$ cat config.mk
export PLATFORM = sky130hd
export DESIGN_NAME = fp_align_extend
export DESIGN_NICKNAME = d
export VERILOG_FILES = /design/src/rtl/fp_align_extend.sv
export SDC_FILE = /design/constraint.sdc
export NUM_CORES = 1
export LEC_CHECK = 0
export CORE_MARGIN = 4
export CORE_UTILIZATION = 55
export DETAILED_ROUTE_END_ITERATION = 8
export PLACE_DENSITY = 0.92
export SLEW_MARGIN = 10
export SYNTH_ARGS = -nofsm -noshare
export SYNTH_HDL_FRONTEND = slang
export SYNTH_SLANG_ARGS = --single-unit
$ cat constraint.sdc
create_clock -name clk -period 11.7 [get_ports clk]
set_clock_uncertainty 0.1 [all_clocks]
set_input_delay 1.755 -clock clk [delete_from_list [all_inputs] [get_ports clk]]
set_output_delay 1.755 -clock clk [all_outputs]
set_load 0.05 [all_outputs]
$ cat src/rtl/fp_align_extend.sv
// fp_align_extend: two-stage operand alignment for the FPU adder.
// Stage 1 orders the operands by effective exponent. Stage 2 right-shifts the
// smaller significand (with guard/round/sticky) and emits both significands as
// sign-extended two's-complement words. A valid/ready handshake links the stages.
`timescale 1ns/1ps
module fp_align_extend #(
    parameter int EXP_W = 8,
    parameter int MAN_W = 23
) (
    input  logic                    clk,
    input  logic                    reset,
    input  logic                    in_valid,
    output logic                    in_ready,
    input  logic                    a_sign,
    input  logic                    b_sign,
    input  logic [EXP_W-1:0]        a_exp,
    input  logic [EXP_W-1:0]        b_exp,
    input  logic [MAN_W-1:0]        a_man,
    input  logic [MAN_W-1:0]        b_man,
    output logic                    out_valid,
    input  logic                    out_ready,
    output logic signed [MAN_W+4:0] big_ext,
    output logic signed [MAN_W+4:0] small_ext,
    output logic [EXP_W-1:0]        exp_out,
    output logic                    swapped
);

    localparam int OUT_W  = MAN_W + 5;
    // Shift distance at which the whole window (hidden + fraction + GRS) is gone.
    localparam int SAT_SH = MAN_W + 4;

    // Window {0, hidden, man, 000} shifted right by sh; everything that falls
    // off the bottom is ORed into bit 0 as the sticky bit.
    function automatic logic [OUT_W-1:0] align_small(input logic [MAN_W:0] mag,
                                                     input logic [EXP_W-1:0] sh);
        logic [2*OUT_W-1:0] w_wide;
        logic [OUT_W-1:0]   w_res;
        w_wide = '0;
        if (int'(sh) >= SAT_SH) begin
            w_res = {{(OUT_W-1){1'b0}}, |mag};
        end else begin
            w_wide   = {1'b0, mag, 3'b000, {OUT_W{1'b0}}} >> sh;
            w_res    = w_wide[2*OUT_W-1:OUT_W];
            w_res[0] = w_res[0] | (|w_wide[OUT_W-1:0]);
        end
        return w_res;
    endfunction

    // Apply the operand sign; a negative zero magnitude wraps back to 0.
    function automatic logic signed [OUT_W-1:0] to_twos(input logic neg,
                                                       input logic [OUT_W-1:0] mag);
        logic signed [OUT_W-1:0] w_mag;
        w_mag = $signed(mag);
        return neg ? -w_mag : w_mag;
    endfunction

    // Control
    logic w_s2_load;
    logic w_in_fire;

    // Stage 1 combinational compare/swap
    logic             w_hid_a, w_hid_b;
    logic [EXP_W-1:0] w_eff_a, w_eff_b;
    logic             w_swap;
    logic             w_big_sign, w_small_sign;
    logic [MAN_W:0]   w_big_mag, w_small_mag;
    logic [EXP_W-1:0] w_big_exp, w_small_exp;

    // Stage 1 registers
    logic             r_vld_p1;
    logic             r_big_sign_p1, r_small_sign_p1;
    logic [MAN_W:0]   r_big_mag_p1, r_small_mag_p1;
    logic [EXP_W-1:0] r_exp_p1, r_diff_p1;
    logic             r_swap_p1;

    // Stage 2 combinational align/extend
    logic signed [OUT_W-1:0] w_big_p2, w_small_p2;

    // Stage 2 registers
    logic                    r_vld_p2;
    logic signed [OUT_W-1:0] r_big_p2, r_small_p2;
    logic [EXP_W-1:0]        r_exp_p2;
    logic                    r_swap_p2;

    assign w_s2_load = !r_vld_p2 || out_ready;
    assign in_ready  = !r_vld_p1 || w_s2_load;
    assign w_in_fire = in_valid && in_ready;

    assign w_hid_a = |a_exp;
    assign w_hid_b = |b_exp;
    assign w_eff_a = w_hid_a ? a_exp : EXP_W'(1);
    assign w_eff_b = w_hid_b ? b_exp : EXP_W'(1);
    assign w_swap  = w_eff_b > w_eff_a;

    // Route operands into big/small slots; ties keep A as the big operand.
    always_comb begin
        w_big_sign   = a_sign;
        w_small_sign = b_sign;
        w_big_mag    = {w_hid_a, a_man};
        w_small_mag  = {w_hid_b, b_man};
        w_big_exp    = w_eff_a;
        w_small_exp  = w_eff_b;
        if (w_swap) begin
            w_big_sign   = b_sign;
            w_small_sign = a_sign;
            w_big_mag    = {w_hid_b, b_man};
            w_small_mag  = {w_hid_a, a_man};
            w_big_exp    = w_eff_b;
            w_small_exp  = w_eff_a;
        end
    end

    // ---- stage 0 -> stage 1 boundary ----
    // Stage 1 valid: refills (or empties) whenever the block is ready for input.
    always_ff @(posedge clk) begin
        if (reset) begin
            r_vld_p1 <= 1'b0;
        end else if (in_ready) begin
            r_vld_p1 <= in_valid;
        end
    end

    // Stage 1 data: captured only on an accepted input pair.
    always_ff @(posedge clk) begin
        if (w_in_fire) begin
            r_big_sign_p1   <= w_big_sign;
            r_small_sign_p1 <= w_small_sign;
            r_big_mag_p1    <= w_big_mag;
            r_small_mag_p1  <= w_small_mag;
            r_exp_p1        <= w_big_exp;
            r_diff_p1       <= w_big_exp - w_small_exp;
            r_swap_p1       <= w_swap;
        end
    end

    assign w_big_p2   = to_twos(r_big_sign_p1, {1'b0, r_big_mag_p1, 3'b000});
    assign w_small_p2 = to_twos(r_small_sign_p1, align_small(r_small_mag_p1, r_diff_p1));

    // ---- stage 1 -> stage 2 boundary ----
    // Output stage: cleared on reset, advances only when downstream can take it.
    always_ff @(posedge clk) begin
        if (reset) begin
            r_vld_p2   <= 1'b0;
            r_big_p2   <= '0;
            r_small_p2 <= '0;
            r_exp_p2   <= '0;
            r_swap_p2  <= 1'b0;
        end else if (w_s2_load) begin
            r_vld_p2 <= r_vld_p1;
            if (r_vld_p1) begin
                r_big_p2   <= w_big_p2;
                r_small_p2 <= w_small_p2;
                r_exp_p2   <= r_exp_p1;
                r_swap_p2  <= r_swap_p1;
            end
        end
    end

    assign out_valid = r_vld_p2;
    assign big_ext   = r_big_p2;
    assign small_ext = r_small_p2;
    assign exp_out   = r_exp_p2;
    assign swapped   = r_swap_p2;

endmodule

==> out/results.ini <==
[pwr]
worst_ir_drop_vdd_mv = 0.122
cellLeakagePower_nw = 3.89
finalPower_mw = 1.66
power_per_cell_area_mw_per_mm2 = 151

[clocking]
cts-htree-levels = 4
cts.root.buffer_cell = clkbuf_16
clkLatencyLatePin_ps = 430
clk_pin_slew_worst_paths_ps = 60
tritoncts = built
tritoncts_buffers = 17
resized_cells_post_cts = 0
numClockSinks = 131
holdBufCountCts = 0
postCtsSetupBuffers = 0
cts_max_path_buffers = 2

[synth]
ys_async_sr_fraction_pct = 0
yosys-top-cells-area = edfxtp_1 (22%), dfxtp_1 (14%), mux2_2 (6.4%)
synth_area_leader_cell = edfxtp_1
syn_area_sq_mm = 0.00915
synth.most_common_cell = nor2_1
syn-mean-instance-area_sq_um = 9.00
synth-edff-count = 67
synthesis.instances = 1017
synth_common_cells = nor2_1 (100), nand2_1 (96), edfxtp_1 (67)
synth_cell_types = 84
yosys_register_bits = 131
seq_area_frac_synth_pct = 36.0
netlist.area_leader.share_pct = 22.0
synth.yosys.warnings = 0
postSynth.topFlopCell = edfxtp_1

[layout]
utilization_pct = 68.5
area_growth_syn_to_layout_pct = 20.6
fillerInstances = 1163
n_antenna_cell = 0
finish.instance_area_sq_mm = 0.0110
final-instance-count-excl-fill = 1330
layout-drive-gt1-share_pct = 12.0
nNetsFinal = 1180

[sta]
final.setup.worst_slack_ps = 5230
min_period_over_period_pct = 55.3
number_of_failing_hold_endpoints_at_the_final_stage = 0
maxSlewViolCount = 0
layout_min_cycle_time_ps = 6470
hold_slack_final_ps = 382
unrepaired_setup_endpoints_after_global_routing = false
worst_slew_pin_slew_ps = 1060
max_slew_margin_pct = 29.6
fmaxAchievable_mhz = 155
setup-violations-final = 0
fin_setup_tns_ps = 0

[placement]
dpl_worst_slack_ps = 5000
port_buffers = 131
gp_routability_congestion = 0.996
placed_area_sq_mm = 0.0105
dp_hpwl_microns = 21100
placed_instances = 1298

[global_route]
grt_pass1_vias = 8563
global_route.overflow_total = 0
grt_max_degree = 100
grt_pass1_wl_microns = 46100
initial_antenna_violation_count = 0
gr-usage-all-layers_pct = 31.7

[drt]
wl_per_cell_microns = 22.3
dr.first_iter.drc_count = 865
remaining_drc_errors = 0
dr_total_vias = 8947
drt-pass1-iter-count = 5
vias_per_cell = 6.73
route.antenna.remaining_nets = 0
postRouteWirelength_microns = 29600

[worst_setup_path]
timing.critical_path.fanout_max = 29
crit_start = r_diff_p1[7]
crit_type = reg2reg
timing.critical_path.from_type = flip-flop
regToRegStartpoint = r_diff_p1[7]
cp.required_ps = 11940
critPathCaptureType = flip-flop
critPathArrivalTime_ps = 6710

[run_status]
outcome = finished clean

[die]
std_cell_rows = 46
die_height_microns = 137
die-width_microns = 137
design.die.area_sq_mm = 0.0188
initial_utilization_pct = 56.8
design.portCount = 135
design.core.area_sq_mm = 0.0161

[run]
maxCapViolations = 0

[worst_hold_path]
hp-class = reg2reg
hold_start = big_ext[27]

==> registers in the layout (all words and copies together) (netlist names), 8 cells and up <==
name / count
small_ext: 28
r_big_mag_p1: 24
big_ext: 25
r_small_mag_p1: 24
exp_out: 8
r_exp_p1: 8
r_diff_p1: 8
==> where the power goes <==
part	leakage, nW	switching (mW)	internal (mW)	total (mW)
Combinational	2.43	0.361	0.211	0.572
Sequential	1.18	0.0475	0.533	0.580
Clock	0.279	0.232	0.281	0.512
Total	3.89	0.640	1.02	1.66
==> worst paths after layout <==
path | slack [ps] | cells past startpoint | to
max | 5230 | 16 | small_ext[24]
min | 380 | 2 | big_ext[27]
max reg2reg | 5230 | 16 | small_ext[24]
min reg2reg | 380 | 2 | big_ext[27]
==> area by class of cell <==
type                       count  area, sq um  share of cell area [%]
clock inverter                15          144                    1.30
timing repair buffer         141         1380                    12.5
inverter                      24         90.1                   0.816
tap                          216          270                    2.45
multi-input combinational    786         5440                    49.2
clock buffer                  17          425                    3.85
sequential                   131         3290                    29.8
==> cells in the final DEF (no fill, tap or decap), drive strengths merged, types with 5 or more instances in the layout <==
cell type        n
nor4            23
a221oi           5
mux2i           33
xnor2           15
nor2b           10
nand3b           6
and3             8
a31oi            8
a2111oi          6
o211ai          12
edfxtp          67
nor2           101
or3             10
clkdlybuf4s50  130
inv             29
nand2b          13
buf             11
dfxtp           64
o21ai           47
clkinv           9
ha              11
mux4             9
a22oi            7
a211oi          45
nand2           96
and2             8
nand3           17
o221ai          15
o31ai           19
or4              5
nand4            8
a21oi           54
o21a             9
xor2            23
o22ai           17
nor3            30
mux2            54
clkbuf          17
==> metal layers <==
metal  global-route usage (%)  vias to the layer above  part of all wire [%]
met5                        0                        -                     0
met4                     16.2                        0                   5.1
met3                     7.87                      107                   9.4
met2                     52.2                      577                    48
met1                     38.5                     4208                    37
li1                         -                     4055                     -
==> critical path, cell delays in order (launching register included) <==
cell,delay [ps]
edfxtp_1,850
nand2b_1,900
o2bb2ai_1,310
o21ai_1,510
nand3_1,130
a2111oi_0,630
o21ai_0,270
a211oi_4,540
a21oi_1,120
o21ai_0,340
ha_1,220
o21ai_0,220
nand4bb_4,400
o21a_1,290
a21oi_2,120
o32ai_1,150
a211oi_1,250
==> kinds of logic (layout without fill, tap and decap cells) <==
kind of cell	count (synthesis)	in the layout	synth area share, %
compound gates	287	287	22.5
xor+xnor	38	38	3.64
fa+ha+maj	11	11	1.50
buf+inv	102	197	4.95
flops	131	131	36.0
mux	96	96	12.8
other cells	1	3	0.0410
simple gates	351	351	18.6
(Power assumes the default switching activity.)
